## config.mk

```make
export PLATFORM = sky130hd
export DESIGN_NAME = att_serial_writer_flat
export DESIGN_NICKNAME = d
export VERILOG_FILES = /design/src/rtl/att_serial_writer_if.sv /design/src/rtl/att_serial_writer.sv /design/src/flat_wrapper.sv
export SDC_FILE = /design/constraint.sdc
export NUM_CORES = 1
export LEC_CHECK = 0
export CAP_MARGIN = 20
export CORE_ASPECT_RATIO = 1.4
export CORE_MARGIN = 8
export CORE_UTILIZATION = 45
export CTS_BUF_LIST = sky130_fd_sc_hd__clkbuf_16
export CTS_CLUSTER_SIZE = 8
export DETAILED_ROUTE_END_ITERATION = 12
export DONT_BUFFER_PORTS = 1
export REMOVE_ABC_BUFFERS = 1
export SLEW_MARGIN = 20
export SYNTH_ARGS = -nofsm -noshare
export SYNTH_HDL_FRONTEND = slang
export SYNTH_SLANG_ARGS = --single-unit
```

## constraint.sdc

```tcl
create_clock -name CLK_ATT -period 2.3 [get_ports CLK_ATT]
set_clock_uncertainty 0.2 [all_clocks]
set_input_delay 0.115 -clock CLK_ATT [delete_from_list [all_inputs] [get_ports CLK_ATT]]
set_output_delay 0.115 -clock CLK_ATT [all_outputs]
set_load 0.02 [all_outputs]
```

## src/rtl/att_serial_writer_if.sv

```systemverilog
// att_serial_writer_if: word handshake between the attenuator register
// block (master) and the serial write engine (slave).
interface att_serial_writer_if #(
   parameter int DATA_WIDTH = 16
);
   logic [DATA_WIDTH-1:0] S_DATA;
   logic                  S_VALID;
   logic                  S_READY;

   modport master (output S_DATA, output S_VALID, input S_READY);
   modport slave  (input S_DATA, input S_VALID, output S_READY);
endinterface

```

## src/rtl/att_serial_writer.sv

```systemverilog
// att_serial_writer: step attenuator serial write engine (CLK_ATT domain).
// Optional ATT_SKIP_UNCHANGED_EN skips writes equal to the last latched word.
module att_serial_writer #(
   parameter int DATA_WIDTH    = 16,
   parameter int CLK_DIV       = 1,
   parameter int SETTLE_CYCLES = 390
) (
   input  logic                CLK_ATT,
   input  logic                RESET_ATT,
   att_serial_writer_if.slave  s_if,
   output logic                SI,
   output logic                SCLK,
   output logic                LE,
   output logic                BUSY,
   output logic                DONE
);

   localparam int DIV_W = $clog2(2 * CLK_DIV);
   localparam int BIT_W = (DATA_WIDTH > 1) ? $clog2(DATA_WIDTH) : 1;
   localparam int SET_W = (SETTLE_CYCLES > 0) ? $clog2(SETTLE_CYCLES + 1) : 1;
   localparam int SET_L = (SETTLE_CYCLES > 0) ? SETTLE_CYCLES - 1 : 0;

   localparam logic [DIV_W-1:0] HALF_END  = DIV_W'(CLK_DIV - 1);
   localparam logic [DIV_W-1:0] LATCH_END = DIV_W'(2 * CLK_DIV - 1);
   localparam logic [BIT_W-1:0] BIT_LAST  = BIT_W'(DATA_WIDTH - 1);
   localparam logic [SET_W-1:0] SET_LAST  = SET_W'(SET_L);

   typedef enum logic [1:0] {
      ST_IDLE,
      ST_SHIFT,
      ST_LATCH,
      ST_SETTLE
   } state_t;

   state_t                r_state;
   state_t                w_state_nxt;
   logic [DATA_WIDTH-1:0] r_shift;
   logic [DIV_W-1:0]      r_div;
   logic                  r_phase;
   logic [BIT_W-1:0]      r_bit;
   logic [SET_W-1:0]      r_settle;
   logic                  r_si;
   logic                  r_sclk;
   logic                  r_le;
   logic                  r_busy;
   logic                  r_done;

   logic w_ready;
   logic w_accept;
   logic w_skip;
   logic w_half_end;
   logic w_bit_last;
   logic w_latch_end;
   logic w_settle_end;
   logic w_si_nxt;
   logic w_sclk_nxt;
   logic w_le_nxt;
   logic w_busy_nxt;
   logic w_done_nxt;

   // Ready drops with reset so nothing is accepted while held in reset.
   assign w_ready      = (r_state == ST_IDLE) & ~RESET_ATT;
   assign s_if.S_READY = w_ready;
   assign w_accept     = s_if.S_VALID & w_ready;
   assign w_half_end   = (r_div == HALF_END);
   assign w_bit_last   = (r_bit == BIT_LAST);
   assign w_latch_end  = (r_div == LATCH_END);
   assign w_settle_end = (r_settle == SET_LAST);

   assign SI   = r_si;
   assign SCLK = r_sclk;
   assign LE   = r_le;
   assign BUSY = r_busy;
   assign DONE = r_done;

`ifdef ATT_SKIP_UNCHANGED_EN
   logic [DATA_WIDTH-1:0] r_word;
   logic [DATA_WIDTH-1:0] r_last;
   logic                  r_last_vld;

   assign w_skip = r_last_vld && (s_if.S_DATA == r_last);

   // Keep the accepted word and remember it once it has been latched.
   always_ff @(posedge CLK_ATT or posedge RESET_ATT) begin
      if (RESET_ATT) begin
         r_word     <= '0;
         r_last     <= '0;
         r_last_vld <= 1'b0;
      end else begin
         if (w_accept)
            r_word <= s_if.S_DATA;
         if (r_state == ST_LATCH && w_latch_end) begin
            r_last     <= r_word;
            r_last_vld <= 1'b1;
         end
      end
   end
`else
   assign w_skip = 1'b0;
`endif

   // State register.
   always_ff @(posedge CLK_ATT or posedge RESET_ATT) begin
      if (RESET_ATT)
         r_state <= ST_IDLE;
      else
         r_state <= w_state_nxt;
   end

   // Next-state logic.
   always_comb begin
      w_state_nxt = r_state;
      case (r_state)
         ST_IDLE:
            if (w_accept && !w_skip)
               w_state_nxt = ST_SHIFT;
         ST_SHIFT:
            if (w_half_end && r_phase && w_bit_last)
               w_state_nxt = ST_LATCH;
         ST_LATCH:
            if (w_latch_end)
               w_state_nxt = (SETTLE_CYCLES == 0) ? ST_IDLE : ST_SETTLE;
         ST_SETTLE:
            if (w_settle_end)
               w_state_nxt = ST_IDLE;
         default:
            w_state_nxt = ST_IDLE;
      endcase
   end

   // Next values of the registered outputs, keyed on the next state.
   always_comb begin
      w_si_nxt   = 1'b0;
      w_sclk_nxt = 1'b0;
      if (w_state_nxt == ST_SHIFT) begin
         if (r_state == ST_IDLE) begin
            w_si_nxt = s_if.S_DATA[0];
         end else begin
            w_si_nxt   = (w_half_end && r_phase) ? r_shift[1] : r_si;
            w_sclk_nxt = w_half_end ? ~r_phase : r_sclk;
         end
      end
      w_le_nxt   = (w_state_nxt == ST_LATCH);
      w_busy_nxt = (w_state_nxt != ST_IDLE);
      w_done_nxt = ((r_state != ST_IDLE) && (w_state_nxt == ST_IDLE))
                 || (w_accept && w_skip);
   end

   // Output registers keep SI/SCLK/LE glitch-free.
   always_ff @(posedge CLK_ATT or posedge RESET_ATT) begin
      if (RESET_ATT) begin
         r_si   <= 1'b0;
         r_sclk <= 1'b0;
         r_le   <= 1'b0;
         r_busy <= 1'b0;
         r_done <= 1'b0;
      end else begin
         r_si   <= w_si_nxt;
         r_sclk <= w_sclk_nxt;
         r_le   <= w_le_nxt;
         r_busy <= w_busy_nxt;
         r_done <= w_done_nxt;
      end
   end

   // Shift register, SCLK phase divider, bit and settle counters.
   always_ff @(posedge CLK_ATT or posedge RESET_ATT) begin
      if (RESET_ATT) begin
         r_shift  <= '0;
         r_div    <= '0;
         r_phase  <= 1'b0;
         r_bit    <= '0;
         r_settle <= '0;
      end else begin
         case (r_state)
            ST_IDLE:
               if (w_accept) begin
                  r_shift  <= s_if.S_DATA;
                  r_div    <= '0;
                  r_phase  <= 1'b0;
                  r_bit    <= '0;
                  r_settle <= '0;
               end
            ST_SHIFT:
               if (w_half_end) begin
                  r_div   <= '0;
                  r_phase <= ~r_phase;
                  if (r_phase) begin
                     r_bit   <= r_bit + 1'b1;
                     r_shift <= {1'b0, r_shift[DATA_WIDTH-1:1]};
                  end
               end else begin
                  r_div <= r_div + 1'b1;
               end
            ST_LATCH: begin
               r_div    <= w_latch_end ? '0 : r_div + 1'b1;
               r_settle <= '0;
            end
            ST_SETTLE:
               r_settle <= r_settle + 1'b1;
            default: ;
         endcase
      end
   end

endmodule
```

## src/flat_wrapper.sv

```systemverilog
// flat-port wrapper written by rule: the top's interface ports become plain ports
module att_serial_writer_flat 
#(
   parameter int DATA_WIDTH    = 16,
   parameter int CLK_DIV       = 1,
   parameter int SETTLE_CYCLES = 390
)
  (CLK_ATT, RESET_ATT, SI, SCLK, LE, BUSY, DONE, s_if_S_DATA, s_if_S_VALID, s_if_S_READY);
  att_serial_writer_if #(.DATA_WIDTH(DATA_WIDTH)) s_if_i ();
  input  logic CLK_ATT;
  input  logic RESET_ATT;
  output logic SI;
  output logic SCLK;
  output logic LE;
  output logic BUSY;
  output logic DONE;
  input wire logic [$bits(s_if_i.S_DATA)-1:0] s_if_S_DATA;
  input wire logic [$bits(s_if_i.S_VALID)-1:0] s_if_S_VALID;
  output wire logic [$bits(s_if_i.S_READY)-1:0] s_if_S_READY;
  assign s_if_i.S_DATA = s_if_S_DATA;
  assign s_if_i.S_VALID = s_if_S_VALID;
  assign s_if_S_READY = s_if_i.S_READY;
  att_serial_writer #(.DATA_WIDTH(DATA_WIDTH), .CLK_DIV(CLK_DIV), .SETTLE_CYCLES(SETTLE_CYCLES)) u_core (.CLK_ATT(CLK_ATT), .RESET_ATT(RESET_ATT), .s_if(s_if_i), .SI(SI), .SCLK(SCLK), .LE(LE), .BUSY(BUSY), .DONE(DONE));
endmodule
```

### Word-level counts from Yosys, hierarchy flattened

Cells that the tools add are included.

| storage, ports and cells | value |
|---|---|
| bits in registers | 38 |
| input port bits | 19 |
| output and inout bits | 6 |
| logic and storage cells | 71 |

| cells by class | value |
|---|---|
| add/subtract/negate cells | 3 |
| eq/ne operators | 12 |
| mux-type cells | 26 |
| bitwise gates (word level) | 5 |
| reduce and logical (&&, ||, !) cells | 14 |

Operator list:

| kind | count |
|---|---|
| $mux W16 | 3 |
| $pmux W16 S2 | 1 |
| $pmux W9 S3 | 1 |
| $mux W4 | 3 |
| $add A9 B1 Y9 const B | 1 |
| $eq A9 B9 Y1 const B | 1 |
| $mux W1 | 9 |
| $mux W9 | 1 |
| $mux W2 | 4 |
| $pmux W2 S4 | 1 |
| $pmux W4 S2 | 1 |
| $eq A2 B2 Y1 const B | 3 |
| $reduce_bool A2 Y1 | 3 |
| $reduce_bool A3 Y1 | 2 |
| $add A4 B1 Y4 const B | 1 |
| $eq A2 B1 Y1 const B | 2 |
| $eq A4 B4 Y1 const B | 1 |
| $logic_not A2 Y1 | 2 |
| $ne A2 B1 Y1 const B | 2 |
| $reduce_and A2 Y1 | 2 |
| $reduce_and A4 Y1 | 1 |
| $logic_and A1 B1 Y1 | 3 |
| $ne A3 B1 Y1 const B | 1 |
| $ne A3 B3 Y1 const B | 1 |
| 7 further kinds | 10 |

### Longest topological paths before layout

| depth | value |
|---|---|
| depth after elaboration | 7 |
| mapped depth | 8 |
| mapped depth without buffers | 6 |

### Worst setup path after synthesis

OpenSTA, ideal clock, no wires.

| timing | value |
|---|---|
| kind | register to register |
| from | register u_core.r_state[0] |
| to | register u_core.r_shift[5] |
| library setup time | 0.077 ns |
| arrival time | 1.574 ns |
| data required time | 2.023 ns |
| path slack | 0.449 ns |
| stages on the path, launching flop included | 8 |
| path buffers | 1 |
| clock period less this slack | 1.851 ns |
| cell sequence | dfrtp_1 inv_1 ha_1 nand2b_1 a22oi_4 buf_2 nor2_1 a21oi_1 |

| between the ends | value |
|---|---|
| word-level cells in the longest chain between the ends | 5 |
| elaborated cells on any way between the ends | 10 |
| classes of those cells | 4 x eq/ne; 1 x mux; 2 x bitwise; 3 x reduce/logical |

Ends and longest elaborated chain:

| what | RTL line | source |
|---|---|---|
| start, declared | att_serial_writer.sv:35 | `state_t r_state;` |
| start signal, assigned | att_serial_writer.sv:107 | `r_state <= w_state_nxt;` |
| $logic_not A2 Y1 | att_serial_writer.sv:62, att_serial_writer.sv:175 |  |
| $and A1 B1 Y1 | att_serial_writer.sv:62 | `assign w_ready = (r_state == ST_IDLE) & ~RESET_ATT;` |
| $and A1 B1 Y1 | att_serial_writer.sv:64 | `assign w_accept = s_if.S_VALID & w_ready;` |
| $ne A2 B1 Y1 (no line) | - |  |
| $reduce_and A4 Y1 (no line) | - |  |
| end signal, assigned | att_serial_writer.sv:178 | `r_shift <= s_if.S_DATA;` |
| end signal, assigned | att_serial_writer.sv:190 | `r_shift <= {1'b0, r_shift[DATA_WIDTH-1:1]};` |
| end, declared | att_serial_writer.sv:37 | `logic [DATA_WIDTH-1:0] r_shift;` |

Parallel ways exist; a longest one is shown, timed or not.
A chain may end at the register's enable or synchronous reset.

### Worst setup path after layout

| timing | value |
|---|---|
| from | register u_core.r_state[1] |
| to | register u_core.r_si (netlist: u_core.SI) |

| between the ends | value |
|---|---|
| word-level cells in the longest chain between the ends | 7 |
| elaborated cells on any way between the ends | 15 |
| classes of those cells | 5 x eq/ne; 7 x mux; 2 x bitwise; 1 x reduce/logical |

Ends and longest elaborated chain:

| what | RTL line | source |
|---|---|---|
| $logic_not A2 Y1 | att_serial_writer.sv:62, att_serial_writer.sv:113 |  |
| $and A1 B1 Y1 | att_serial_writer.sv:62 |  |
| $and A1 B1 Y1 | att_serial_writer.sv:64 |  |
| $mux W2 | att_serial_writer.sv:115 | `if (w_accept && !w_skip)` |
| $pmux W2 S4 * | att_serial_writer.sv:113 | `case (r_state)` |
| named net u_core.w_state_nxt[0] | att_serial_writer.sv:36 | `state_t w_state_nxt;` |
| $eq A2 B1 Y1 * | att_serial_writer.sv:135 | `if (w_state_nxt == ST_SHIFT) begin` |
| $ne A3 B1 Y1 (no line) / $mux W1 (equally long branches) | - |  |
| end signal, assigned | att_serial_writer.sv:158 | `r_si <= w_si_nxt;` |
| end, declared | att_serial_writer.sv:42 | `logic r_si;` |

The timed path passes the listed nets; every way through them passes the cells marked *.

==> impl_metrics.env <==
export IMPL_grt_overflow_total=0
export IMPL_timing_hold_violations_final=0
export IMPL_synth_warnings=0
export IMPL_busiest_layer="met2"
export IMPL_die_area_sq_um=6900
export IMPL_maxCapViolations=0
export IMPL_synth_async_reset_ratio_pct=100
export IMPL_vias=1637
export IMPL_vdd_ir_drop_worst_mv=0.529
export IMPL_layout_drive_gt1_share_pct=9.52
export IMPL_end_kind="flop"
export IMPL_grt_use_met1_pct=14.6
export IMPL_start_kind="flop"
export IMPL_drt_iter0_markers=85
export IMPL_nNetsFinal=257
export IMPL_path_class="flop to flop"
export IMPL_final_max_slew_viol_count=0
export IMPL_drt_pass1_iterations=4
export IMPL_critPathRequiredTime_ns=2.27
export IMPL_grt_met3_usage_pct=4.21
export IMPL_path_max_fanout=7
export IMPL_rows=29
export IMPL_first_global_vias=1627
export IMPL_viasPerCell=5.59
export IMPL_hp_class="input pin to flop"
export IMPL_timing_final_crit_share_pct=93.0
export IMPL_cts_sinks=37
export IMPL_ys_seq_area_share_pct=46.0
export IMPL_initial_core_util_pct=45.4
export IMPL_drc_errors=0
export IMPL_synth_ff_type="dfrtp_1"
export IMPL_io_buffers=0
export IMPL_htree_levels=2
export IMPL_max_freq_mhz=467
export IMPL_grt_max_degree=38
export IMPL_syn_area_per_cell_sq_um=9.77
export IMPL_gp_congestion=0.947
export IMPL_post_route_util_pct=55.1
export IMPL_worstSkewPairLatency_ns=0.28
export IMPL_synth_distinct_cells=44
export IMPL_holdWs_ns=0.0447
export IMPL_synth_edff_count=0
export IMPL_cp_arrival_ns=2.11
export IMPL_gr_usage_met2_pct=24.2
export IMPL_synth_seq_cells=37
export IMPL_synth_top_area_share_pct=46.0
export IMPL_die_y_um=95.1
export IMPL_dp_hpwl_um=3160
export IMPL_synthCells=206
export IMPL_maxSlewHeadroom_pct=68.5
export IMPL_min_period_ns=2.14
export IMPL_cts_buffers=5
export IMPL_wl_per_cell_um=15.5
export IMPL_synthesis_area_sq_um=2010
export IMPL_tightest_slew_ns=0.472
export IMPL_antenna_found_initial=0
export IMPL_grt_pass1_wl_um=7440
export IMPL_core_area_sq_um=4430
export IMPL_cts_tree="built"
export IMPL_outcome="completed"
export IMPL_grt_util_all_layers_pct=13.9
export IMPL_yosysTopAreaCell="dfrtp_1"
export IMPL_cts_buffer_depth=2
export IMPL_die_w_um=72.5
export IMPL_clk_pin_slew_ns=0.06
export IMPL_rsz0062_at_grt="no"
export IMPL_drt_total_wl_um=4550
export IMPL_power_static_leakage_uw=0.00116
export IMPL_areaGrowthSynthToFinish_pct=21.3
export IMPL_antenna_left=0
export IMPL_n_antenna_cell=0
export IMPL_ys_top_cells_by_area="dfrtp_1, mux2i_1, a21oi_1"
export IMPL_final_setup_viol_count=0
export IMPL_root_buffer="clkbuf_16"
export IMPL_ios=25
export IMPL_p_per_area_nw_per_um2=617
area by class of cell:
| type | count | area, sq um |
|---|---|---|
| clock buffer | 5 | 125 |
| clock inverter | 3 | 41.3 |
| fill | 394 | 1990 |
| inverter | 10 | 37.5 |
| multi-input combinational | 149 | 985 |
| sequential | 37 | 927 |
| tap | 62 | 77.6 |
| timing repair buffer | 27 | 248 |
worst paths after layout:
check / from / endpoint / slack (ns) / depth (start not counted)
max: u_core.r_state[1]$_DFF_PP0_ / u_core.SI$_DFFE_PP0P_ / 0.16 / 7
min: RESET_ATT / u_core.r_state[1]$_DFF_PP0_ / 0.04 / 3
max reg2reg: u_core.r_state[1]$_DFF_PP0_ / u_core.SI$_DFFE_PP0P_ / 0.16 / 7
min reg2reg: u_core.r_bit[0]$_DFFE_PP0P_ / u_core.r_bit[0]$_DFFE_PP0P_ / 0.31 / 1
max in group asynchronous: RESET_ATT / u_core.r_state[0]$_DFF_PP0_ / 1.34 / 3
min in group asynchronous: RESET_ATT / u_core.r_settle[5]$_DFFE_PP0P_ / 0.21 / 3
state kept, by name, summed over array words and instances, names as in the netlist:
signal / count
u_core.BUSY: 1
u_core.DONE: 1
u_core.LE: 1
u_core.SCLK: 1
u_core.SI: 1
u_core.r_bit: 4
u_core.r_div: 1
u_core.r_phase: 1
u_core.r_settle: 9
u_core.r_shift: 15
u_core.r_state: 2
critical path, stage by stage, from the launching register on:
cell and delay, ns:
dfrtp_1 0.43, inv_1 0.12, ha_1 0.26, buf_4 0.19
and3b_1 0.19, o21ai_1 0.17, nand4_2 0.21, and4_1 0.25
power by group:
part,internal [uW],total (uW),leakage [uW],switching [uW]
sequential,664,671,0.000439,6.87
clock,507,771,0.0000775,264
combinational,34.0,63.0,0.000642,29.0
total,1200,1510,0.00116,300
synthesized netlist by cell type, drive strengths merged (4+ instances only):
master	number
inv	10
nand2b	4
mux2i	16
ha	8
nor2	23
nand2	16
o21ai	15
a31oi	6
nand3	8
dfrtp	37
a21oi	20
buf	9
cells by family (layout without fill, tap and decap cells):
logic type / Yosys count / in the layout / share of synthesized area (%)
AOI/OAI and AO/OA: 56 / 56 / 17.8
adders and majority gates: 8 / 8 / 4.98
buffers and inverters: 20 / 45 / 5.04
DFF: 37 / 37 / 46.0
muxes: 17 / 17 / 8.52
and+or+nand+nor: 68 / 68 / 17.7
per-stage QoR:
| stage | cells | setup slack, ns | power [uW] | instance area [sq um] | setup TNS (ns) |
|---|---|---|---|---|---|
| after floorplan | 196 | -0.454 | 710 | 1950 | -6.73 |
| after global placement | 264 | 0.214 | 719 | 2070 | 0 |
| after detailed placement | 264 | 0.0356 | 721 | 2070 | 0 |
| after CTS | 290 | 0.0343 | 1520 | 2420 | 0 |
| after global routing | 293 | 0.0224 | 1560 | 2440 | 0 |
| final | 293 | 0.160 | 1510 | 2440 | 0 |
routing by layer:
layer / vias to the layer above / routed length [um]
li1: 780 / -
met5: - / 0
met4: 0 / 97
met1: 795 / 1840
met2: 50 / 2390
met3: 12 / 223
cell usage in the layout, fill, tap and decap left out, types with 2 or more instances in the layout:
cell and instances:
nor3_1 2, dfrtp_1 36, mux2i_1 16, o21ai_0 9, a21oi_1 20, a21o_1 2
dlygate4sd3_1 18, o31ai_1 2, nand2b_1 4, nand4_1 2, nand2_1 16, buf_4 9
a31oi_1 6, and4_1 2, nand3_1 8, inv_1 10, clkbuf_16 5, nor2_1 23
ha_1 8, o21ai_1 6
what timing repair did:
action	in CTS	in global routing
hold endpoints to repair	54	0
endpoints found under the setup margin	0	12
hold buffers	18	0
buffers inserted	0	3
gates resized for setup	0	2
(Power assumes the default switching activity.)
